==> src/rtl/des_cbc_sequencer.sv <==
// Block sequencer for a DES core: accepts 64-bit blocks over valid/ready, applies CBC
// (or ECB) chaining around one core operation per block, and returns the result.
module des_cbc_sequencer #(
    parameter int CBC_EN         = 1,
    parameter int TIMEOUT_CYCLES = 64
) (
    input  logic        clk,
    input  logic        rst,
    input  logic        cfg_load,
    input  logic        cfg_encrypt,
    input  logic [63:0] cfg_key,
    input  logic [63:0] cfg_iv,
    input  logic        in_valid,
    output logic        in_ready,
    input  logic [63:0] in_data,
    output logic        out_valid,
    input  logic        out_ready,
    output logic [63:0] out_data,
    output logic        busy,
    output logic        err,
    output logic        core_start,
    output logic        core_encrypt,
    output logic [63:0] core_key,
    output logic [63:0] core_data_in,
    input  logic [63:0] core_data_out,
    input  logic        core_done,
    input  logic        core_error
);

    localparam int unsigned CW = $clog2(TIMEOUT_CYCLES + 1);

    typedef enum logic [2:0] {
        S_IDLE,
        S_ISSUE,
        S_WAIT,
        S_OUT,
        S_ERR
    } state_t;

    state_t        state_q, state_d;
    logic          live_q;
    logic [63:0]   key_q, key_d;
    logic          mode_q, mode_d;
    logic [63:0]   chain_q, chain_d;
    logic [63:0]   ct_save_q, ct_save_d;
    logic [63:0]   core_data_in_q, core_data_in_d;
    logic [63:0]   out_data_q, out_data_d;
    logic [CW-1:0] cnt_q, cnt_d;

    always_ff @(posedge clk or posedge rst) begin
        if (rst) begin
            state_q        <= S_IDLE;
            live_q         <= 1'b0;
            key_q          <= '0;
            mode_q         <= 1'b1;
            chain_q        <= '0;
            ct_save_q      <= '0;
            core_data_in_q <= '0;
            out_data_q     <= '0;
            cnt_q          <= '0;
        end else begin
            state_q        <= state_d;
            live_q         <= 1'b1;
            key_q          <= key_d;
            mode_q         <= mode_d;
            chain_q        <= chain_d;
            ct_save_q      <= ct_save_d;
            core_data_in_q <= core_data_in_d;
            out_data_q     <= out_data_d;
            cnt_q          <= cnt_d;
        end
    end

    always_comb begin
        state_d        = state_q;
        key_d          = key_q;
        mode_d         = mode_q;
        chain_d        = chain_q;
        ct_save_d      = ct_save_q;
        core_data_in_d = core_data_in_q;
        out_data_d     = out_data_q;
        cnt_d          = cnt_q;
        case (state_q)
            S_IDLE: begin
                if (cfg_load) begin
                    key_d   = cfg_key;
                    mode_d  = cfg_encrypt;
                    chain_d = cfg_iv;
                end
                // Handshake uses the freshly loaded mode/IV when cfg_load coincides.
                if (in_valid && live_q) begin
                    ct_save_d = in_data;
                    if (mode_d && (CBC_EN != 0)) begin
                        core_data_in_d = in_data ^ chain_d;
                    end else begin
                        core_data_in_d = in_data;
                    end
                    state_d = S_ISSUE;
                end
            end
            S_ISSUE: begin
                cnt_d   = '0;
                state_d = S_WAIT;
            end
            S_WAIT: begin
                cnt_d = cnt_q + CW'(1);
                // The first WAIT cycle ignores done so a level-held done from the
                // previous operation cannot complete this one.
                if (core_done && (cnt_q != '0)) begin
                    if (core_error) begin
                        state_d = S_ERR;
                    end else begin
                        if (mode_q) begin
                            out_data_d = core_data_out;
                            chain_d    = core_data_out;
                        end else begin
                            out_data_d = (CBC_EN != 0) ? (core_data_out ^ chain_q) : core_data_out;
                            chain_d    = ct_save_q;
                        end
                        state_d = S_OUT;
                    end
                end else if (cnt_q == CW'(TIMEOUT_CYCLES - 1)) begin
                    state_d = S_ERR;
                end
            end
            S_OUT: begin
                if (out_ready) begin
                    state_d = S_IDLE;
                end
            end
            S_ERR: begin
                if (cfg_load) begin
                    key_d   = cfg_key;
                    mode_d  = cfg_encrypt;
                    chain_d = cfg_iv;
                    state_d = S_IDLE;
                end
            end
            default: state_d = S_IDLE;
        endcase
    end

    assign in_ready     = (state_q == S_IDLE) && live_q;
    assign out_valid    = (state_q == S_OUT);
    assign out_data     = out_data_q;
    assign busy         = (state_q != S_IDLE) && (state_q != S_ERR);
    assign err          = (state_q == S_ERR);
    assign core_start   = (state_q == S_ISSUE);
    assign core_encrypt = mode_q;
    assign core_key     = key_q;
    assign core_data_in = core_data_in_q;

endmodule
==> config.mk <==
export PLATFORM = sky130hd
export DESIGN_NAME = des_cbc_sequencer
export DESIGN_NICKNAME = d
export VERILOG_FILES = /design/src/rtl/des_cbc_sequencer.sv
export SDC_FILE = /design/constraint.sdc
export NUM_CORES = 1
export LEC_CHECK = 0
export BUFFER_PORTS_ARGS = -buffer_cell sky130_fd_sc_hd__buf_2
export CAP_MARGIN = 15
export CORE_MARGIN = 3
export CORE_UTILIZATION = 25
export CTS_CLUSTER_SIZE = 28
export DETAILED_ROUTE_END_ITERATION = 8
export SLEW_MARGIN = 20
export SYNTH_ARGS = -nofsm -noshare
export SYNTH_HDL_FRONTEND = slang
export SYNTH_SLANG_ARGS = --single-unit
==> constraint.sdc <==
create_clock -name clk -period 10.4 [get_ports clk]
set_input_delay 1.56 -clock clk [delete_from_list [all_inputs] [get_ports clk]]
set_output_delay 1.56 -clock clk [all_outputs]
set_load 0.01 [all_outputs]
=== After elaboration in Yosys (flattened, before gate mapping) ===
Cells that the tools add are included.

* Register bits: 332
* Logic and storage cells: 60

* Add/sub/neg operators: 1
* Eq/ne operators: 12
* Muxes and demuxes: 19
* Bitwise logic cells: 3
* Reductions and logical operators: 16

{| class="wikitable"
|+ Operators by type and width
! operator !! number
|-
| 64-bit 2-to-1 mux || 7
|-
| 64-bit case mux with 3 select lines || 1
|-
| 64-bit bitwise XOR || 2
|-
| 3-bit 2-to-1 mux || 6
|-
| 3-bit case mux with 5 select lines || 1
|-
| 7-bit case mux with 2 select lines || 1
|-
| 2-bit != test (second input constant) || 4
|-
| 7-bit by 1-bit adder with 7-bit output (second input constant) || 1
|-
| 7-bit by 6-bit == test with 1-bit output (second input constant) || 1
|-
| 7-bit nonzero test || 1
|-
| 3-bit by 2-bit == test with 1-bit output (second input constant) || 2
|-
| 3-bit != test (second input constant) || 2
|-
| 3-bit AND reduction || 2
|-
| 3-bit nonzero test || 2
|-
| 1-bit logical AND || 4
|-
| 2-bit AND reduction || 2
|-
| 4-bit AND reduction || 1
|-
| 2-bit nonzero test || 2
|-
| 3-bit by 1-bit == test with 1-bit output (second input constant) || 1
|-
| 3-bit == test (second input constant) || 1
|-
| 3-bit logical NOT || 1
|-
| 1-bit 2-to-1 mux || 2
|-
| 2-bit by 1-bit != test with 1-bit output (second input constant) || 1
|-
| 1-bit case mux with 2 select lines || 1
|-
| 2 further kinds || 2
|}

=== Logic depth before layout (Yosys ltp) ===
* Depth in word-level cells: 4
* Gate-level depth with buffers: 9
* Gate-level depth less buffers: 6

=== Least setup slack after synthesis ===
Ideal clock, no wire load.

* Path kind: input-to-reg
* From: in cfg_load
* To: reg chain_q[34]
* Arrival time: 2.960 ns
* Data required time: 10.275 ns
* Setup slack: 7.315 ns
* Stages on the path: 6
* Path buffers: 3
* Path through: clkbuf_1 -> buf_1 -> buf_2 -> mux2i_1 -> a21oi_1 -> mux2_4

* Cells in the longest elaborated chain, start to end: 3

{| class="wikitable"
|+ RTL lines
! what !! RTL line !! RTL
|-
| start, declared || 9 || <nowiki>input logic cfg_load,</nowiki>
|-
| 64-bit 2-to-1 mux (*) || 85 || <nowiki>if (cfg_load) begin</nowiki>
|-
| 64-bit 2-to-1 mux || 83 || <nowiki>case (state_q)</nowiki>
|-
| 64-bit case mux with 3 select lines (*) || 83 ||
|-
| end signal, assigned || 66 || <nowiki>chain_q <= chain_d;</nowiki>
|-
| end, declared || 44 || <nowiki>logic [63:0] chain_q, chain_d;</nowiki>
|}

Every way passes the cells marked *; elsewhere a longest branch is shown, timed or not. The select of a mux whose other input is x is not followed.
A chain may end at the register's enable or synchronous reset.

=== Final worst setup path ===
* From: reg mode_q (netlist: core_encrypt)
* To: out core_encrypt

{| class="wikitable"
|+ RTL lines
! what !! RTL line !! RTL
|-
| start, declared || 43 || <nowiki>logic mode_q, mode_d;</nowiki>
|-
| start signal, assigned || 65 || <nowiki>mode_q <= mode_d;</nowiki>
|-
| end, declared || 22 || <nowiki>output logic core_encrypt,</nowiki>
|}

No word-level cell between the ends.

==> run summary <==
pin count of the biggest net entering global routing: 157
Total GRT Usage: 0.141
Static Leak: 9.42 nW
Post-CTS Setup Inserts: 0
num rows: 92
Slew Limit Headroom: 0.279
clock root buffer: clkbuf_16
clk_lat worst skew: 560 ps
Slew Viols, Final: 0
Crit. End Element: primary output
Worst EP required: 8840 ps
Post-Syn Instances: 1,451
Yosys cell types: 37
Syn Nets: 1,717
Starting Density: 0.255
yosys warns: 0
EDFF count, synth: 0
WP buf/inv: 2
Max stage delay cell, worst path: dfstp_4
post-synthesis sequential area ratio: 0.513
commonest non-fill, non-tap cell in the layout: buf_2
dominant cell type by area after synthesis: dfrtp_1
delay-heaviest family, CP: buffers and inverters
Clock Path Buffers: 3
hold crit path type: flip-flop to flip-flop
first-pass GRT wire length: 74.5 mm
Hold Vio Cnt, Final: 0
Post-CTS Resized: 0
CTS sink cnt: 332
Mapped Area: 0.0162 mm²
Synth top area share: 0.511
gr ovfl total: 0
min cycle time layout: 4030 ps
H-tree lvl count: 2
clk_skew: 22.1 ps
flops & latches, synth: 332
crit start category: flip-flop
# Max-Cap Violations: 0
leading register cell type out of synthesis: dfrtp_1
drt wl/cell: 18.1 µm
endpoints failing setup: 0
most frequent cells in the layout: buf_2 (460), dfrtp_1 (331), o21ai_0 (136)
number of global-route vias before repair: 12,656
Die Height: 261 µm
fillers: 6,485
CTS tree: done
status: completed
crit-path max cell delay: 910 ps
R2R setup slack: 6430 ps
GPL Wtd Cong: 0.823
share of layout cells above drive strength 1: 0.391
CTS Buf Count: 40
DRC: 0
core area: 0.0637 mm²
Port Buffer Count: 461
routed vias: 12,289
critical path type: flip-flop to primary output
WP data arrival: 2470 ps
die area: 0.0679 mm²
Vias/cell: 4.47
area growth from synthesis to layout: 27.2%
boundary pin count: 462
CTS clock-pin slew for the worst setup and hold paths: 60 ps
Peak VDD IR: 0.160 mV
Die X: 261 µm
FFs w/ async S/R, synth: 1.00
unrepaired setup endpoints after global routing: no
synth top area cells: dfrtp_1 (51%), mux2_2 (9.2%), xnor2_1 (6.9%)
Core Util, Final: 0.324
1st-iter DRT viols: 516
Post-DRT Antenna Nets: 0
nets@finish: 2,133
CP Max Fanout: 73
Worst Tran Pin Value: 1080 ps
aggregate negative setup slack: 0 ps
Max Clk Rate: 248 MHz
First-pass DRT Iterations: 5
mean post-synth cell area: 11.2 µm²
power per cell area: 315 mW/mm²
drt total wl: 49.8 mm
crit path cell chain: buf_4, buf_2
fin crit share: 0.387
Detailed Place HPWL: 34.9 mm
initial antenna violation count: 15
hold_buf cts: 0
[through the flow]
step	setup WS [ps]	hold WS, ps	total power (W)	instance area, µm²	instances
floorplan	4410	470	0.00424	16200	1451
CTS	6290	477	0.00662	20600	2741
finish	6370	472	0.00650	20600	2748
detailed placement	5970	465	0.00518	19300	2671
global route	6140	494	0.00696	20600	2745
global placement	5940	459	0.00509	19300	2671
[path summary, 6_finish.rpt]
check,startpoint,to,depth (start not counted)
worst max-delay path,core_encrypt$_DFFE_PP1N_,core_encrypt,2
worst min-delay path,out_data[4]$_DFFE_PP0P_,out_data[4]$_DFFE_PP0P_,2
worst max register to register,state_q[1]$_DFFE_PP0P_,chain_q[62]$_DFFE_PP0P_,5
worst min register to register,out_data[4]$_DFFE_PP0P_,out_data[4]$_DFFE_PP0P_,2
max in group asynchronous,rst,core_data_in[42]$_DFFE_PP0P_,3
min in group asynchronous,rst,core_key[3]$_DFFE_PP0P_,2
[power by group]
part	switching, W	internal (W)
registers	0.000398	0.00193
clock network	0.000572	0.000808
logic	0.00141	0.00138
[worst reg2reg max path, cell delays in order, from the launching register on]
cell,delay (ps)
dfrtp_1,430
or3b_4,860
a211o_4,640
and2_4,780
buf_4,710
mux2_2,420
[logic make-up after synthesis]
family,after synthesis,synth area share
compound gates,274,0.0959
fa+ha+maj,2,0.00154
simple gates,349,0.104
other cells,1,0.000231
xor+xnor,128,0.0692
buf+inv,106,0.0283
flops,332,0.513
mux,259,0.189
[sequential cells by signal, summed over array words and instances, names as in the netlist]
register	flops
chain_q	64
cnt_q	7
core_data_in	64
core_encrypt	1
core_key	64
ct_save_q	64
live_q	1
out_data	64
state_q	3
[cells in the mapped netlist, drive strengths merged (2+ instances only)]
library cell and n:
nand2 136, and2 3, ha 2, inv 6
nor2b 129, dfrtp 331, nor2 69, buf 21
a211oi 64, nand2b 2, clkbuf 79, xnor2 128
mux2 192, o21ai 136, mux2i 67, nor3b 2
a22o 2, nor4b 2, a21oi 65
[layout make-up]
cell class	instances	area [µm²]	share of cell area
sequential	332	8310	0.403
multi-input combinational	1013	7480	0.363
timing repair buffer	474	2430	0.118
clock buffer	52	1120	0.0541
tap	846	1060	0.0514
clock inverter	18	171	0.00832
inverter	6	26.3	0.00127
antenna	7	17.5	0.000850
[metal layers]
layer	vias to the layer above	track usage	routed length (µm)
met1	6049	0.171	20500
met2	323	0.234	23700
met3	105	0.0436	3800
met4	12	0.0567	1680
li1	5800	-	-
met5	-	0	64
(Power assumes the default switching activity.)
